File: src/rtl/instr_fetch_pkg.sv
// instr_fetch_pkg: shared constants and the buffered fetch entry type
package instr_fetch_pkg;
  localparam int XLEN = 32;
  localparam logic [XLEN-1:0] RESET_PC_DEF = 32'h0000_0000;
  localparam logic [XLEN-1:0] NOP = 32'h0000_0013;
  localparam logic [XLEN-1:0] PC_INC = 32'd4;
  typedef struct packed {
    logic [XLEN-1:0] pc;
    logic [XLEN-1:0] instr;
  } fetch_entry_t;
endpackage

File: src/rtl/instr_fetch_if.sv
// instr_fetch_if: instruction memory request/grant/response bus
interface instr_fetch_if;
  import instr_fetch_pkg::*;
  logic imem_req;
  logic [XLEN-1:0] imem_addr;
  logic imem_gnt;
  logic imem_rvalid;
  logic [XLEN-1:0] imem_rdata;
  modport master (output imem_req, imem_addr, input imem_gnt, imem_rvalid, imem_rdata);
  modport slave (input imem_req, imem_addr, output imem_gnt, imem_rvalid, imem_rdata);
endinterface

File: src/rtl/instr_fetch_queue.sv
// fetch_queue: DEPTH-entry FIFO of {pc, instr} with synchronous flush
module fetch_queue
  import instr_fetch_pkg::*;
#(
  parameter int DEPTH = 2
) (
  input  logic clk,
  input  logic rst_n,
  input  logic push,
  input  fetch_entry_t din,
  input  logic pop,
  input  logic flush,
  output fetch_entry_t dout,
  output logic [$clog2(DEPTH+1)-1:0] count,
  output logic empty,
  output logic full
);
  localparam int AW = DEPTH > 1 ? $clog2(DEPTH) : 1;
  localparam int CW = $clog2(DEPTH + 1);
  fetch_entry_t mem [DEPTH];
  logic [AW-1:0] rd_ptr, wr_ptr;
  logic do_push, do_pop;
  function automatic logic [AW-1:0] nxt(input logic [AW-1:0] p);
    return p == AW'(DEPTH - 1) ? '0 : p + 1'b1;
  endfunction
  assign empty = count == '0;
  assign full = count == CW'(DEPTH);
  assign do_push = push && !full;
  assign do_pop = pop && !empty;
  assign dout = mem[rd_ptr];
  // Pointers, occupancy and storage; flush empties the FIFO without clearing stored words
  always_ff @(posedge clk or negedge rst_n) begin
    if (!rst_n) begin
      rd_ptr <= '0;
      wr_ptr <= '0;
      count <= '0;
      for (int i = 0; i < DEPTH; i++) mem[i] <= '{pc: '0, instr: NOP};
    end else if (flush) begin
      rd_ptr <= '0;
      wr_ptr <= '0;
      count <= '0;
    end else begin
      if (do_push) mem[wr_ptr] <= din;
      if (do_push) wr_ptr <= nxt(wr_ptr);
      if (do_pop) rd_ptr <= nxt(rd_ptr);
      count <= count + CW'(do_push) - CW'(do_pop);
    end
  end
endmodule

File: src/rtl/instr_fetch.sv
// instr_fetch: PC, credit-limited imem fetch, 2-entry buffer and redirect flush; define IFETCH_BYPASS_EN for same-cycle response bypass
module instr_fetch
  import instr_fetch_pkg::*;
#(
  parameter logic [XLEN-1:0] RESET_PC = RESET_PC_DEF,
  parameter int DEPTH = 2
) (
  input  logic clk,
  input  logic rst_n,
  instr_fetch_if.master imem,
  output logic instr_valid,
  output logic [XLEN-1:0] instr,
  output logic [XLEN-1:0] instr_pc,
  input  logic instr_ready,
  input  logic redirect,
  input  logic [XLEN-1:0] redirect_pc
);
  localparam int CW = $clog2(DEPTH + 1);
  logic run, req_int, grant, resp, resp_live, q_push, q_pop, q_empty, q_full;
  logic [CW-1:0] outstanding, kill_cnt, q_count, out_nxt;
  logic [XLEN-1:0] fetch_pc, resp_pc, target;
  fetch_entry_t q_head, q_din;
  assign target = redirect_pc & ~32'h3;
  // A same-cycle pop frees its slot so a single-cycle memory sustains one instruction per cycle
  assign req_int = run && ({1'b0, outstanding} + {1'b0, q_count} - {{CW{1'b0}}, q_pop} < (CW+1)'(DEPTH));
  assign imem.imem_req = req_int && !redirect;
  assign imem.imem_addr = fetch_pc;
  assign grant = req_int && imem.imem_gnt;
  assign resp = imem.imem_rvalid && outstanding != '0;
  assign resp_live = resp && kill_cnt == '0;
  assign out_nxt = outstanding + CW'(grant) - CW'(resp);
  assign q_din.pc = resp_pc;
  assign q_din.instr = imem.imem_rdata;
`ifdef IFETCH_BYPASS_EN
  logic bypass;
  assign bypass = resp_live && q_empty;
  assign instr_valid = (bypass || !q_empty) && !redirect;
  assign instr = bypass ? imem.imem_rdata : q_head.instr;
  assign instr_pc = bypass ? resp_pc : q_head.pc;
  assign q_push = resp_live && !q_full && !(bypass && instr_ready);
`else
  assign instr_valid = !q_empty && !redirect;
  assign instr = q_head.instr;
  assign instr_pc = q_head.pc;
  assign q_push = resp_live && !q_full;
`endif
  assign q_pop = instr_valid && instr_ready && !q_empty;
  fetch_queue #(.DEPTH(DEPTH)) u_queue (
    .clk(clk), .rst_n(rst_n), .push(q_push), .din(q_din), .pop(q_pop), .flush(redirect),
    .dout(q_head), .count(q_count), .empty(q_empty), .full(q_full)
  );
  // PC tracking, outstanding accounting and kill of responses in flight across a redirect
  always_ff @(posedge clk or negedge rst_n) begin
    if (!rst_n) begin
      run <= 1'b0;
      fetch_pc <= RESET_PC;
      resp_pc <= RESET_PC;
      outstanding <= '0;
      kill_cnt <= '0;
    end else begin
      run <= 1'b1;
      outstanding <= out_nxt;
      if (redirect) begin
        fetch_pc <= target;
        resp_pc <= target;
        kill_cnt <= out_nxt;
      end else begin
        if (grant) fetch_pc <= fetch_pc + PC_INC;
        if (resp_live) resp_pc <= resp_pc + PC_INC;
        if (resp && kill_cnt != '0) kill_cnt <= kill_cnt - 1'b1;
      end
    end
  end
endmodule

File: src/flat_wrapper.sv
// flat-port wrapper written by rule: the top's interface ports become plain ports
module instr_fetch_flat import instr_fetch_pkg::*;
#(
  parameter logic [XLEN-1:0] RESET_PC = RESET_PC_DEF,
  parameter int DEPTH = 2
)
  (clk, rst_n, instr_valid, instr, instr_pc, instr_ready, redirect, redirect_pc, imem_imem_req, imem_imem_addr, imem_imem_gnt, imem_imem_rvalid, imem_imem_rdata);
  instr_fetch_if imem_i ();
  input  logic clk;
  input  logic rst_n;
  output logic instr_valid;
  output logic [XLEN-1:0] instr;
  output logic [XLEN-1:0] instr_pc;
  input  logic instr_ready;
  input  logic redirect;
  input  logic [XLEN-1:0] redirect_pc;
  output wire logic [$bits(imem_i.imem_req)-1:0] imem_imem_req;
  output wire logic [$bits(imem_i.imem_addr)-1:0] imem_imem_addr;
  input wire logic [$bits(imem_i.imem_gnt)-1:0] imem_imem_gnt;
  input wire logic [$bits(imem_i.imem_rvalid)-1:0] imem_imem_rvalid;
  input wire logic [$bits(imem_i.imem_rdata)-1:0] imem_imem_rdata;
  assign imem_imem_req = imem_i.imem_req;
  assign imem_imem_addr = imem_i.imem_addr;
  assign imem_i.imem_gnt = imem_imem_gnt;
  assign imem_i.imem_rvalid = imem_imem_rvalid;
  assign imem_i.imem_rdata = imem_imem_rdata;
  instr_fetch #(.RESET_PC(RESET_PC), .DEPTH(DEPTH)) u_core (.clk(clk), .rst_n(rst_n), .imem(imem_i), .instr_valid(instr_valid), .instr(instr), .instr_pc(instr_pc), .instr_ready(instr_ready), .redirect(redirect), .redirect_pc(redirect_pc));
endmodule
File: config.mk
export PLATFORM = sky130hd
export DESIGN_NAME = instr_fetch_flat
export DESIGN_NICKNAME = d
export VERILOG_FILES = /design/src/rtl/instr_fetch_pkg.sv /design/src/rtl/instr_fetch_if.sv /design/src/rtl/instr_fetch_queue.sv /design/src/rtl/instr_fetch.sv /design/src/flat_wrapper.sv
export SDC_FILE = /design/constraint.sdc
export NUM_CORES = 1
export LEC_CHECK = 0
export ABC_AREA = 0
export CORE_MARGIN = 1.5
export CORE_UTILIZATION = 64
export DETAILED_ROUTE_END_ITERATION = 10
export DONT_BUFFER_PORTS = 1
export PLACE_DENSITY = 0.8
export SLEW_MARGIN = 20
export SYNTH_ARGS = -nofsm -noshare
export SYNTH_HDL_FRONTEND = slang
export SYNTH_HIERARCHICAL = 1
export SYNTH_SLANG_ARGS = --single-unit
File: constraint.sdc
create_clock -name clk -period 5.4 [get_ports clk]
set_input_delay 1.35 -clock clk [delete_from_list [all_inputs] [get_ports clk]]
set_output_delay 1.35 -clock clk [all_outputs]
set_load 0.1 [all_outputs]
==> impl_table.tex, run 1 <==
\begin{tabular}{lr}
\hline
Metric & Value \\
\hline
\multicolumn{2}{l}{\textbf{Status}} \\
Status & complete, no violations \\
\multicolumn{2}{l}{\textbf{Hold path}} \\
Type of the tightest min-delay check & flop to flop \\
Worst hold path stage count & 1 \\
\multicolumn{2}{l}{\textbf{Cells and area}} \\
Area growth, synth to finish & 6.64\% \\
Utilization of the core after routing & 70.2\% \\
Net count, final & 899 \\
FILL cells & 1,059 \\
Fraction of layout cells with a size suffix above 1 & a little under a third \\
Reg area & between 4000 and 5000 um2 \\
Area occupied by multi-input gates & a little under 5000 um2 \\
Final std cells w/o fill & $\sim$1.0k \\
\multicolumn{2}{l}{\textbf{Synth}} \\
Post-synthesis cell area & 10,000 um2 \\
Average cell area after synthesis & 12.0 um2 \\
Compound-cell area share of the yosys netlist & just over 6\% \\
Flip-flop and latch count after synthesis & just under 200 \\
Main combinational cell family by area after synthesis & multiplexers \\
Most frequent cell after synthesis & mux2\_2 \\
Number of synthesized flops with an enable pin & 0 \\
Most instantiated cells after synthesis & mux2\_2, dfrtp\_1, nor2\_1 \\
XOR/XNOR Fraction of Synth Area & between 1.5 and 2\% \\
Area fraction of the dominant cell type after synthesis & 47.6\% \\
Synth area leaders & dfrtp\_1, mux2\_2, and4\_1 \\
Cells after synthesis & 838 \\
Number of distinct library cells after synthesis & 61 \\
Sequential fraction of the synthesis area & about 49\% \\
Async set-or-reset flop fraction in the synthesized netlist & 100\% \\
Top\_reg\_cell synth & dfrtp\_1 \\
Largest area contributor in the netlist & dfrtp\_1 \\
Multiplexer share of the synthesized area & between 20\% and 30\% \\
Fraction of the mapped netlist area in adder cells & between 1 and 1.5\% \\
Post-synthesis share of cell area spent on and, or, nand and nor gates & 14.9\% \\
Yosys Warn Count & 6 \\
\multicolumn{2}{l}{\textbf{Route}} \\
Number of nets with antenna violations after detailed routing & 0 \\
First-pass detailed-route iteration total & 5 \\
WL per Instance & roughly 22 um \\
Detailed-route via count & $\sim$6.9k \\
Drc violations & 0 \\
Initial detailed-routing violation count & between 600 and 700 \\
Aggregate routed wire length & 22,900 um \\
Via density per instance & approximately 6.6 \\
\multicolumn{2}{l}{\textbf{STA}} \\
Smallest hold slack & between 0.4 and 0.5 ns \\
Setup violators final & 0 \\
RSZ-0062 raised after global routing & false \\
Final Hold Fails & 0 \\
Post-route minimum period & 4.47 ns \\
Highest clock frequency the design can meet & roughly 220 MHz \\
Max-slew headroom & between 20 and 30\% \\
Final count of pins violating max slew & 0 \\
Fraction of the cycle the final worst path needs & between 80\% and 90\% \\
Clock skew & just under 0.01 ns \\
Actual transition at the worst max-transition pin & $\sim$1.1 ns \\
Setup slack of the critical path after layout & just over 0.9 ns \\
\multicolumn{2}{l}{\textbf{GRT}} \\
Number of global-route vias before repair & about 7.2k \\
Global-route wire length before repair & 36,400 um \\
Maximum number of pins on one net before global-route repair & a little under 200 \\
Total Routing Usage GR & $\sim$28\% \\
Aggregate global routing overflow & 0 \\
Antenna violations before repair & 0 \\
\multicolumn{2}{l}{\textbf{CTS}} \\
Number of buffers created by CTS & 17 \\
Clock-pin transition on the worst setup and hold timing paths & approximately 0.060 ns \\
Clock latency reported for the late side of the worst-skew pair & $\sim$0.43 ns \\
Buffer depth of the longest clock path & 2 \\
Cts hold-fix bufs & 0 \\
CTS tree & yes \\
Number of sinks handled by clock tree synthesis & a little under 200 \\
H-tree depth & 4 \\
Post-CTS Setup Repair Bufs & 0 \\
Clock tree root buffer cell & clkbuf\_16 \\
Cells resized by post-CTS repair & 0 \\
\multicolumn{2}{l}{\textbf{Power and ir drop}} \\
Sw Pwr & around 3400 uW \\
Ratio of total power to cell area & roughly 630 nW/um2 \\
Worst voltage drop across the vdd grid & 0.000445 V \\
Design internal power & about 3300 uW \\
Sw Share & 50.9\% \\
Register share of total power & about 36\% \\
Pleak & about 0.0045 uW \\
Clock share of power & roughly 18\% \\
Part of the total power dissipated in combinational logic & 45.8\% \\
\multicolumn{2}{l}{\textbf{Setup path}} \\
Cells traversed along the worst timing path & nor2\_4, and2\_4, ha\_4, or2b\_1, fa\_1, nand2\_2, nor3\_4, buf\_12 \\
Path depth of the worst reg2reg path & 10 \\
Standard cell with the maximum stage delay on the critical path & fa\_1 \\
Stage delay of the slowest cell on the critical path & approximately 0.56 ns \\
Worst endpoint required time & around 4.1 ns \\
Worst Path Class, Setup & input port to primary output \\
Crit path capture type & primary output \\
Kind of start point of the critical path & input port \\
Max FO, Critical Path & 94 \\
Arr. time, crit path & between 3 and 4 ns \\
\multicolumn{2}{l}{\textbf{Die}} \\
Area of the core & between 15,000 and 20,000 um2 \\
Site Rows & 45 \\
Top-level port count & about 170 \\
Initial Utilization & between 60 and 70\% \\
Die outline area & 16,500 um2 \\
Die H & 128 um \\
Horizontal die dimension & $\sim$130 um \\
\multicolumn{2}{l}{\textbf{Placed design}} \\
HPWL after DPL & around 16,000 um \\
Post-Place Cells & 1,011 \\
Number of I/O port buffers & 0 \\
Pre-CTS worst setup slack & roughly 0.96 ns \\
Final weighted congestion in routability-driven placement & roughly 0.88 \\
\multicolumn{2}{l}{\textbf{Job}} \\
Max cap viols & 0 \\
\hline
\end{tabular}
-- critical path: cells and delay by family --
kind	cells	cell delay, ns
and+or+nand+nor	5	0.79
adders and majority gates	2	0.74
buffers and inverters	1	0.20
-- per-stage QoR --
| stage | TNS [ns] | area [um2] | power [uW] |
|---|---|---|---|
| after floorplan | -0.127 | 10100 | 5300 |
| after global placement | 0 | 10100 | 5460 |
| after detailed placement | 0 | 10100 | 5590 |
| after CTS | 0 | 10700 | 6800 |
| after global routing | 0 | 10700 | 7030 |
| final | 0 | 10700 | 6770 |
-- per-layer routing --
layer | part of all wire [%] | wire length, um | track usage, %
met4 | 2.0 | 464 | 10.3
met2 | 49 | 11200 | 46.1
met3 | 8.2 | 1880 | 8.60
met1 | 41 | 9360 | 36.2
met5 | 0 | 0 | 0
-- path summary, 6_finish.rpt --
check | startpoint | endpoint | slack (ns)
setup / recovery | redirect | imem_imem_req | 0.93
max in group asynchronous | rst_n | u_core/u_queue/mem[46]$_DFFE_PN0P_ | 4.37
setup reg to reg | u_core/u_queue/count[1]$_DFF_PN0_ | u_core/imem.imem_addr[16]$_DFFE_PN0P_ | 1.76
min in group asynchronous | rst_n | u_core/u_queue/mem[119]$_DFFE_PN0P_ | 0.61
hold reg to reg | u_core/u_queue/mem[103]$_DFFE_PN0P_ | u_core/u_queue/mem[103]$_DFFE_PN0P_ | 0.49
hold / removal | u_core/u_queue/mem[103]$_DFFE_PN0P_ | u_core/u_queue/mem[103]$_DFFE_PN0P_ | 0.49
-- power by group through the flow --
stage	logic [uW]	clock network [uW]	registers, uW
floorplan	2930	0	2360
global placement	3030	0	2430
detailed placement	3100	0	2490
CTS	3110	1230	2460
global route	3210	1300	2520
finish	3100	1210	2460
-- cells in the final DEF, fill, tap and decap left out, types with 3 or more instances in the layout --
master | netlist | routed
mux2_2 | 199 | 199
dfrtp_1 | 191 | 189
nor2_1 | 47 | 46
nor3_1 | 29 | 27
nand2_1 | 26 | 25
and4_1 | 24 | 24
a211oi_1 | 23 | 23
nand4_1 | 21 | 21
nand3_1 | 18 | 18
clkbuf_16 | 0 | 17
xnor2_1 | 17 | 17
inv_1 | 17 | 16
a311oi_1 | 15 | 15
nor2b_1 | 15 | 15
nor4_1 | 15 | 15
and3_1 | 13 | 13
a21oi_1 | 11 | 11
and2_1 | 10 | 9
ha_1 | 9 | 8
nor3b_1 | 7 | 7
conb_1 | 2 | 7
buf_4 | 3 | 6
o21ai_0 | 6 | 6
o311a_1 | 6 | 6
dfstp_2 | 6 | 6
xor2_1 | 5 | 5
or4_1 | 5 | 5
clkinv_2 | 0 | 4
nand2b_1 | 4 | 4
o311ai_0 | 4 | 4
or3_1 | 4 | 4
a31oi_1 | 4 | 4
mux2_1 | 4 | 4
inv_6 | 0 | 3
mux2i_1 | 3 | 3
o31ai_1 | 3 | 3
-- sequential cells by signal (all words and copies together) (netlist names) --
signal,cells
u_core/u_queue/mem,128
u_core/imem.imem_addr,30
u_core/resp_pc,30
u_core/kill_cnt,2
u_core/outstanding,2
u_core/u_queue/count,2
u_core/run,1
u_core/u_queue/rd_ptr,1
u_core/u_queue/wr_ptr,1
-- cell families after synthesis --
kind of cell             count (synthesis)
AO/OA/AOI/OAI                           81
other                                    2
AND/OR/NAND/NOR                        253
adder cells (fa/ha/maj)                 10
flip-flops                             197
multiplexers                           206
XOR/XNOR                                22
buffers and inverters                   67
-- layout make-up --
class                   instances  area share, %
clock inverters                11          0.946
clock buffers                  20           4.26
multi-input cells             579           45.0
inverters                      17          0.596
repair buffers                  7          0.607
diodes                          1         0.0234
well taps                     211           2.46
flip-flops and latches        197           46.1
No activity file was read; power rests on OpenSTA's default activity.
==> run 2: changes to the inputs <==
Settings changed: ABC_AREA 0 to 1, CORE_UTILIZATION 64 to 58, PLACE_DENSITY 0.8 to 0.76.
Clock period 5.4 ns to 3.75 ns, I/O delays scaled along.
==> run 2 against run 1 <==
Effect of this change: die area is 21% higher; flip-flop and latch count unchanged; final cell count is 70% higher; global-route usage grew 1.6 points; wire length is 27% higher; non-clock buffer count up 93; worst hold slack worse by 0.29 ns; highest routed layer unchanged.
==> impl_table.tex, run 2 <==
\begin{tabular}{lr}
\hline
Metric & Value \\
\hline
\multicolumn{2}{l}{\textbf{Status}} \\
Status & complete, no violations \\
\multicolumn{2}{l}{\textbf{Setup path}} \\
Stage delay of the slowest cell on the critical path & 0.55 ns (about the same) \\
Crit path capture type & primary output \\
Max FO, Critical Path & 3 (-97\%) \\
Worst Path Class, Setup & flop to primary output \\
Reg-to-reg setup timing slack & 0.88 ns (-0.88 ns) \\
Arr. time, crit path & 2.68 ns (-0.44 ns) \\
Standard cell with the maximum stage delay on the critical path & fa\_2 \\
Kind of start point of the critical path & flop \\
Critical R2R Launch & u\_core/u\_queue/count[0]\$\_DFF\_PN0\_ \\
Path depth of the worst reg2reg path & 11 (+1) \\
Cells traversed along the worst timing path & inv\_2, nand2\_2, inv\_1, nor3b\_4, ha\_1, or2\_4, fa\_2, nand3\_2, nor2\_4, buf\_12 \\
FF-to-FF End & u\_core/imem.imem\_addr[4]\$\_DFFE\_PN0P\_ \\
Worst endpoint required time & 2.81 ns (-1.24 ns) \\
\multicolumn{2}{l}{\textbf{Route}} \\
Initial detailed-routing violation count & 857 (+35\%) \\
Detailed-route via count & 10.1k (+46\%) \\
Aggregate routed wire length & 29,200 um (+27\%) \\
WL per Instance & 16.5 um (-25\%) \\
First-pass detailed-route iteration total & 5 (unchanged) \\
Number of nets with antenna violations after detailed routing & 0 (unchanged) \\
Via density per instance & 5.69 (-14\%) \\
Drc violations & 0 (unchanged) \\
\multicolumn{2}{l}{\textbf{Power and ir drop}} \\
Part of the total power dissipated in combinational logic & 48.8\% (+3.0 points) \\
Sw Share & 53.5\% (+2.7 points) \\
Register share of total power & 34.2\% (-2.1 points) \\
Design internal power & 5080 uW (+53\%) \\
Ratio of total power to cell area & 890 nW/um2 (+41\%) \\
Sw Pwr & 5850 uW (+70\%) \\
Overall power of the completed layout & 10,900 uW (+61\%) \\
Clock share of power & 17.1\% (-0.8 points) \\
Pleak & 0.00643 uW (+43\%) \\
Worst voltage drop across the vdd grid & 0.000441 V (-0.86\%) \\
\multicolumn{2}{l}{\textbf{GRT}} \\
Total Routing Usage GR & 30.0\% (+1.6 points) \\
Number of global-route vias before repair & 9,437 (+32\%) \\
Global-route wire length before repair & 47,500 um (+31\%) \\
Aggregate global routing overflow & 0 (unchanged) \\
Antenna violations before repair & 0 (unchanged) \\
Maximum number of pins on one net before global-route repair & 198 (unchanged) \\
\multicolumn{2}{l}{\textbf{Cells and area}} \\
Register containing the most flip-flops in the final layout & u\_core/u\_queue/mem \\
Reg area & 4940 um2 (about the same) \\
Net count, final & 1,610 (+79\%) \\
Final std cells w/o fill & 1,777 (+70\%) \\
Most used cells in the layout excluding fill and tap cells & nand2\_1, dfrtp\_1, nand4\_1, buf\_4, inv\_1 \\
Flip-flop count of the largest register, all copies and words added & 128 (unchanged) \\
Area occupied by multi-input gates & 5270 um2 (+9.4\%) \\
FILL cells & 1,643 (+55\%) \\
Area growth, synth to finish & 11.4\% \\
Cell area after layout & 12,300 um2 (+15\%) \\
Most common cell after layout, fill and taps aside & nand2\_1 \\
Number of diodes & 0 (-1) \\
Fraction of layout cells with a size suffix above 1 & 13.0\% (-18 points) \\
\multicolumn{2}{l}{\textbf{Die}} \\
Die H & 141 um (+9.8\%) \\
Horizontal die dimension & 141 um (+9.8\%) \\
Initial Utilization & 59.1\% (-6.7 points) \\
Site Rows & 50 (+11\%) \\
Area of the core & 18,600 um2 (+22\%) \\
Top-level port count & 168 (unchanged) \\
Die outline area & 19,800 um2 (+21\%) \\
\multicolumn{2}{l}{\textbf{Synth}} \\
Cells after synthesis & 1,492 (+78\%) \\
Number of synthesized flops with an enable pin & 0 (unchanged) \\
Average cell area after synthesis & 7.39 um2 (-38\%) \\
Most frequent cell after synthesis & nand2\_1 \\
Yosys Warn Count & 6 (unchanged) \\
Post-synthesis cell area & 11,000 um2 (+9.7\%) \\
Most instantiated cells after synthesis & nand2\_1, dfrtp\_1, nand4\_1 \\
Sequential fraction of the synthesis area & 44.8\% (-4.4 points) \\
Async set-or-reset flop fraction in the synthesized netlist & 100\% (unchanged) \\
Flip-flop and latch count after synthesis & 197 (unchanged) \\
Top\_reg\_cell synth & dfrtp\_1 \\
Number of distinct library cells after synthesis & 47 (-23\%) \\
Area fraction of the dominant cell type after synthesis & 43.4\% (-4.2 points) \\
Synth area leaders & dfrtp\_1, nand2\_1, nand4\_1 \\
Largest area contributor in the netlist & dfrtp\_1 \\
\multicolumn{2}{l}{\textbf{Hold path}} \\
Type of the tightest min-delay check & input port to async pin \\
\multicolumn{2}{l}{\textbf{STA}} \\
Smallest hold slack & 0.204 ns (-0.286 ns) \\
Fraction of the cycle the final worst path needs & between 90\% and 100\% \\
Final Hold Fails & 0 (unchanged) \\
Actual transition at the worst max-transition pin & 1.10 ns (-0.0231 ns) \\
Final count of pins violating max slew & 0 (unchanged) \\
Max-slew headroom & 26.8\% (+1.5 points) \\
Aggregate negative setup slack & 0 ns (unchanged) \\
Clock skew & 0.0129 ns (+0.00319 ns) \\
Highest clock frequency the design can meet & 276 MHz \\
RSZ-0062 raised after global routing & false \\
Setup violators final & 0 (unchanged) \\
Post-route minimum period & between 3 and 4 ns \\
\multicolumn{2}{l}{\textbf{Placed design}} \\
Final weighted congestion in routability-driven placement & 0.924 (+5.4\%) \\
HPWL after DPL & 19,200 um (+24\%) \\
Post-Place Cells & 1,743 (+72\%) \\
Number of I/O port buffers & 0 (unchanged) \\
Placement Cell Area & 11,700 um2 (+15\%) \\
\multicolumn{2}{l}{\textbf{Job}} \\
Max cap viols & 0 (unchanged) \\
\multicolumn{2}{l}{\textbf{CTS}} \\
Clock latency reported for the late side of the worst-skew pair & 0.43 ns (about the same) \\
Clock-pin transition on the worst setup and hold timing paths & 0.07 ns (about the same) \\
H-tree depth & 4 (unchanged) \\
Number of buffers created by CTS & 17 (unchanged) \\
Number of sinks handled by clock tree synthesis & 197 (unchanged) \\
CTS tree & yes \\
Buffer depth of the longest clock path & 2 (unchanged) \\
Clock tree root buffer cell & clkbuf\_16 \\
\hline
\end{tabular}
run 2: cell types whose count changed after synthesis, moves of 39 or more:
| cell | delta |
|---|---|
| inv_1 | +83 |
| buf_2 | +39 |
| mux2_2 | -199 |
| nand3_1 | +52 |
| nand2_1 | +648 |
| nand4_1 | +121 |
run 2: per-stage QoR:
step | utilization (%) | setup slack [ns]
4_1_cts | 65.8 | 0.0109
6_report | 65.8 | 0.128
5_1_grt | 65.8 | 0.0147
2_1_floorplan | - | -0.196
3_5_place_dp | 62.5 | 0.205
3_3_place_gp | 62.5 | 0.229
run 2: cells by family after synthesis:
kind of cell / after synthesis / share of synthesized area [%]
and+or+nand+nor: 1002 / 40.3
DFF: 197 / 44.8
buffers and inverters: 190 / 8.11
AOI/OAI and AO/OA: 72 / 4.03
xor gates and xnor gates: 18 / 1.43
adders and majority gates: 10 / 1.20
other: 2 / 0.0681
muxes: 1 / 0.0908
run 2: critical path, delay by kind of cell, from the launching register on:
| family | cells | cell delay, ns |
|---|---|---|
| fa+ha+maj | 2 | 0.81 |
| flops | 1 | 0.38 |
| buf+inv | 3 | 0.33 |
| simple gates | 5 | 0.74 |
run 2: per-layer routing:
layer / global-route usage [%] / routed length [um] / vias up
li1: - / - / 4893
met1: 39.4 / 12400 / 4784
met2: 50.7 / 14100 / 394
met3: 6.32 / 2260 / 37
met4: 7.68 / 460 / 0
met5: 0 / 0 / -
run 2: worst max path at each step:
| stage | slack [ns] | from | to | cells past startpoint |
|---|---|---|---|---|
| floorplan | -0.20 | redirect | imem_imem_req | 8 |
| global placement | 0.23 | redirect | imem_imem_req | 7 |
| detailed placement | 0.21 | redirect | imem_imem_req | 7 |
| CTS | 0.01 | u_core/u_queue/count[0]$_DFF_PN0_ | imem_imem_req | 10 |
| global route | 0.01 | u_core/u_queue/count[0]$_DFF_PN0_ | imem_imem_req | 11 |
| finish | 0.13 | u_core/u_queue/count[0]$_DFF_PN0_ | imem_imem_req | 10 |
run 2: area by class of cell:
cell class	count	share of cell area [%]
well taps	234	2.39
multi-input cells	1110	43.0
clock buffers	19	3.69
repair buffers	100	6.32
inverters	104	3.18
clock inverters	13	1.23
flip-flops and latches	197	40.2
run 2: timing repair:
item                                    CTS  global route
hold endpoints to repair                  0             0
pin swaps                                 0             2
hold buffers                              0             0
gates resized for setup                   0             2
endpoints found under the setup margin    1             1
setup buffers                             1             1
cloned                                    0             0
run 2: power groups by stage:
stage	Combinational [uW]	Clock [uW]	Sequential (uW)
2_1_floorplan	4160	0	3830
3_3_place_gp	5230	0	3720
3_5_place_dp	5310	0	3760
4_1_cts	5330	1890	3720
5_1_grt	5670	1980	3830
6_report	5330	1870	3730
==> run 3: changes to the inputs <==
Settings changed: MAX_ROUTING_LAYER from default to met4.
==> run 3 against run 2 <==
Effect of this change: worst hold slack got worse by 0.0084 ns; register-to-register slack lost 0.21 ns; clock-buffer cell count up 7; die area did not move; flip-flop and latch count unchanged; sequential power about the same; total power increased by 0.43%; critical path depth did not move; via count rose by 0.18%; maximum frequency shrank 0.50%; combinational power increased by 0.8%; clock power up 2%; critical path type unchanged.
==> impl_table.tex, run 3 (synthesized netlist as in run 2, its figures left out) <==
\begin{tabular}{lr}
\hline
Metric & Value \\
\hline
\multicolumn{2}{l}{\textbf{STA}} \\
Fraction of the cycle the final worst path needs & 97.1\% (+0.49 points) \\
Final Hold Fails & 0 (unchanged) \\
Setup violators final & 0 (unchanged) \\
Max-slew headroom & 27.5\% (+0.64 points) \\
Setup slack of the critical path after layout & 0.110 ns (-0.0183 ns) \\
Actual transition at the worst max-transition pin & 1.09 ns (-0.00961 ns) \\
Clock skew & 0.00983 ns (-0.00308 ns) \\
Final count of pins violating max slew & 0 (unchanged) \\
Post-route minimum period & 3.64 ns (+0.0183 ns) \\
Highest clock frequency the design can meet & 275 MHz (-0.50\%) \\
\multicolumn{2}{l}{\textbf{Placed design}} \\
HPWL after DPL & 19,200 um (+0.41\%) \\
Pre-CTS worst setup slack & 0.191 ns (-0.0146 ns) \\
Number of I/O port buffers & 0 (unchanged) \\
Placement Cell Area & 11,700 um2 (+0.13\%) \\
Final weighted congestion in routability-driven placement & 0.910 (-1.6\%) \\
\multicolumn{2}{l}{\textbf{CTS}} \\
Clock tree root buffer cell & clkbuf\_16 \\
Clock latency reported for the late side of the worst-skew pair & 0.43 ns (about the same) \\
Number of buffers created by CTS & 17 (unchanged) \\
Clock-pin transition on the worst setup and hold timing paths & 0.07 ns (about the same) \\
Buffer depth of the longest clock path & 2 (unchanged) \\
CTS tree & yes \\
Number of sinks handled by clock tree synthesis & 197 (unchanged) \\
H-tree depth & 4 (unchanged) \\
Cts hold-fix bufs & 0 (unchanged) \\
\multicolumn{2}{l}{\textbf{Cells and area}} \\
Most used cells in the layout excluding fill and tap cells & nand2\_1, dfrtp\_1, nand4\_1, buf\_4, inv\_1 \\
Number of diodes & 0 (unchanged) \\
Cell area after layout & 12,300 um2 (+0.30\%) \\
Register containing the most flip-flops in the final layout & u\_core/u\_queue/mem \\
Net count, final & 1,613 (+0.19\%) \\
Reg area & 4940 um2 (unchanged) \\
FILL cells & 1,655 (+0.73\%) \\
Fraction of layout cells with a size suffix above 1 & 13.0\% (+0.040 points) \\
Most common cell after layout, fill and taps aside & nand2\_1 \\
Flip-flop count of the largest register, all copies and words added & 128 (unchanged) \\
Utilization of the core after routing & 66.0\% (+0.19 points) \\
Area growth, synth to finish & 11.7\% \\
Area occupied by multi-input gates & 5270 um2 (unchanged) \\
\multicolumn{2}{l}{\textbf{Power and ir drop}} \\
Ratio of total power to cell area & 891 nW/um2 (+0.13\%) \\
Pleak & 0.00647 uW (+0.67\%) \\
Worst voltage drop across the vdd grid & 0.000630 V (+43\%) \\
Overall power of the completed layout & 11,000 uW (+0.43\%) \\
\multicolumn{2}{l}{\textbf{Setup path}} \\
Kind of start point of the critical path & flop \\
Worst Path Class, Setup & flop to primary output \\
Stage delay of the slowest cell on the critical path & 0.55 ns (about the same) \\
Crit path capture type & primary output \\
Buffers plus inverters on the worst setup path & 3 (unchanged) \\
Arr. time, crit path & 2.70 ns (+0.02 ns) \\
Worst setup startpoint & u\_core/u\_queue/count[0]\$\_DFF\_PN0\_ \\
Critical R2R Launch & u\_core/u\_queue/count[0]\$\_DFF\_PN0\_ \\
Max FO, Critical Path & 3 (unchanged) \\
Dominant delay contributor by cell family on the critical path & adder cells \\
Standard cell with the maximum stage delay on the critical path & fa\_2 \\
Cells traversed along the worst timing path & inv\_1, nand2\_2, inv\_2, nor3b\_4, ha\_1, or2\_4, fa\_2, nand3\_2, nor2\_4, buf\_12 \\
Worst endpoint required time & 2.81 ns (about the same) \\
Reg-to-reg setup timing slack & 0.67 ns (-0.21 ns) \\
\multicolumn{2}{l}{\textbf{GRT}} \\
Number of global-route vias before repair & 9,647 (+2.2\%) \\
Antenna violations before repair & 0 (unchanged) \\
Global-route wire length before repair & 47,900 um (+0.74\%) \\
Total Routing Usage GR & 30.9\% (+0.95 points) \\
Maximum number of pins on one net before global-route repair & 198 (unchanged) \\
Aggregate global routing overflow & 0 (unchanged) \\
\multicolumn{2}{l}{\textbf{Route}} \\
Drc violations & 0 (unchanged) \\
First-pass detailed-route iteration total & 5 (unchanged) \\
Met3 wire length & 2150 um (-4.6\%) \\
Initial detailed-routing violation count & 886 (+3.4\%) \\
DRT met1 WL & 12,500 um (+0.96\%) \\
Top Layer Used & met4 \\
Aggregate routed wire length & 29,200 um (-0.11\%) \\
Number of nets with antenna violations after detailed routing & 0 (unchanged) \\
WL per Instance & 16.4 um (-0.27\%) \\
Via density per instance & 5.69 (about the same) \\
Detailed-route via count & 10.1k (+0.18\%) \\
Detailed-routed wire length on met2 & 14,100 um (about the same) \\
\multicolumn{2}{l}{\textbf{Die}} \\
Top-level port count & 168 (unchanged) \\
Die outline area & 19,800 um2 (unchanged) \\
Die H & 141 um (unchanged) \\
Initial Utilization & 59.1\% (unchanged) \\
Horizontal die dimension & 141 um (unchanged) \\
Area of the core & 18,600 um2 (unchanged) \\
Site Rows & 50 (unchanged) \\
\multicolumn{2}{l}{\textbf{Status}} \\
Status & complete, no violations \\
\multicolumn{2}{l}{\textbf{Hold path}} \\
Type of the tightest min-delay check & input port to async pin \\
\multicolumn{2}{l}{\textbf{Job}} \\
Max cap viols & 0 (unchanged) \\
\hline
\end{tabular}
run 3: cell types whose count changed in the layout (fill, tap and decap cells not counted), moves of 2 or more:
cell        delta
buf_4          +3
clkbuf_1       +2
clkbuf_8       +5
clkinv_4       -4
clkinvlp_4     -4
run 3: layer usage:
layer / GRT usage (%) / vias up
li1: - / 4882
met4: 8.39 / 0
met3: 5.10 / 32
met2: 50.3 / 388
met5: - / -
met1: 40.4 / 4824
run 3: stage by stage:
stage | cells | setup TNS (ns) | hold slack (ns)
after floorplan | 1497 | -0.196 | 0.442
after global placement | 1745 | 0 | 0.451
after detailed placement | 1745 | 0 | 0.453
after CTS | 1779 | 0 | 0.182
after global routing | 1780 | -0.00274 | 0.176
final | 1780 | 0 | 0.195
run 3: layout make-up:
class                   count  area share [%]
multi-input cells        1110            42.8
inverters                 104            3.17
flip-flops and latches    197            40.1
clock buffers              26            4.30
clock inverters             6           0.722
repair buffers            103            6.48
well taps                 234            2.38
run 3: repair_timing:
item,4_1_cts,5_1_grt
endpoints found under the hold margin,0,0
buffers inserted,2,1
endpoints found under the setup margin,1,1
pin swaps,1,3
gates resized for setup,0,2
run 3: worst paths after layout:
check / cells after the start / to
max: 10 / imem_imem_req
min: 0 / u_core/u_queue/mem[24]$_DFFE_PN0P_
max reg2reg: 13 / u_core/imem.imem_addr[24]$_DFFE_PN0P_
min reg2reg: 2 / u_core/u_queue/mem[1]$_DFFE_PN1P_
max in group asynchronous: 0 / u_core/resp_pc[13]$_DFFE_PN0N_
min in group clk: 2 / u_core/u_queue/mem[1]$_DFFE_PN1P_
run 3: report_power, final:
group          total, uW  internal, uW  switching, uW
combinational       5370          1180           4190
clock               1910          1110            795
sequential          3700          2870            824
total              11000          5170           5810
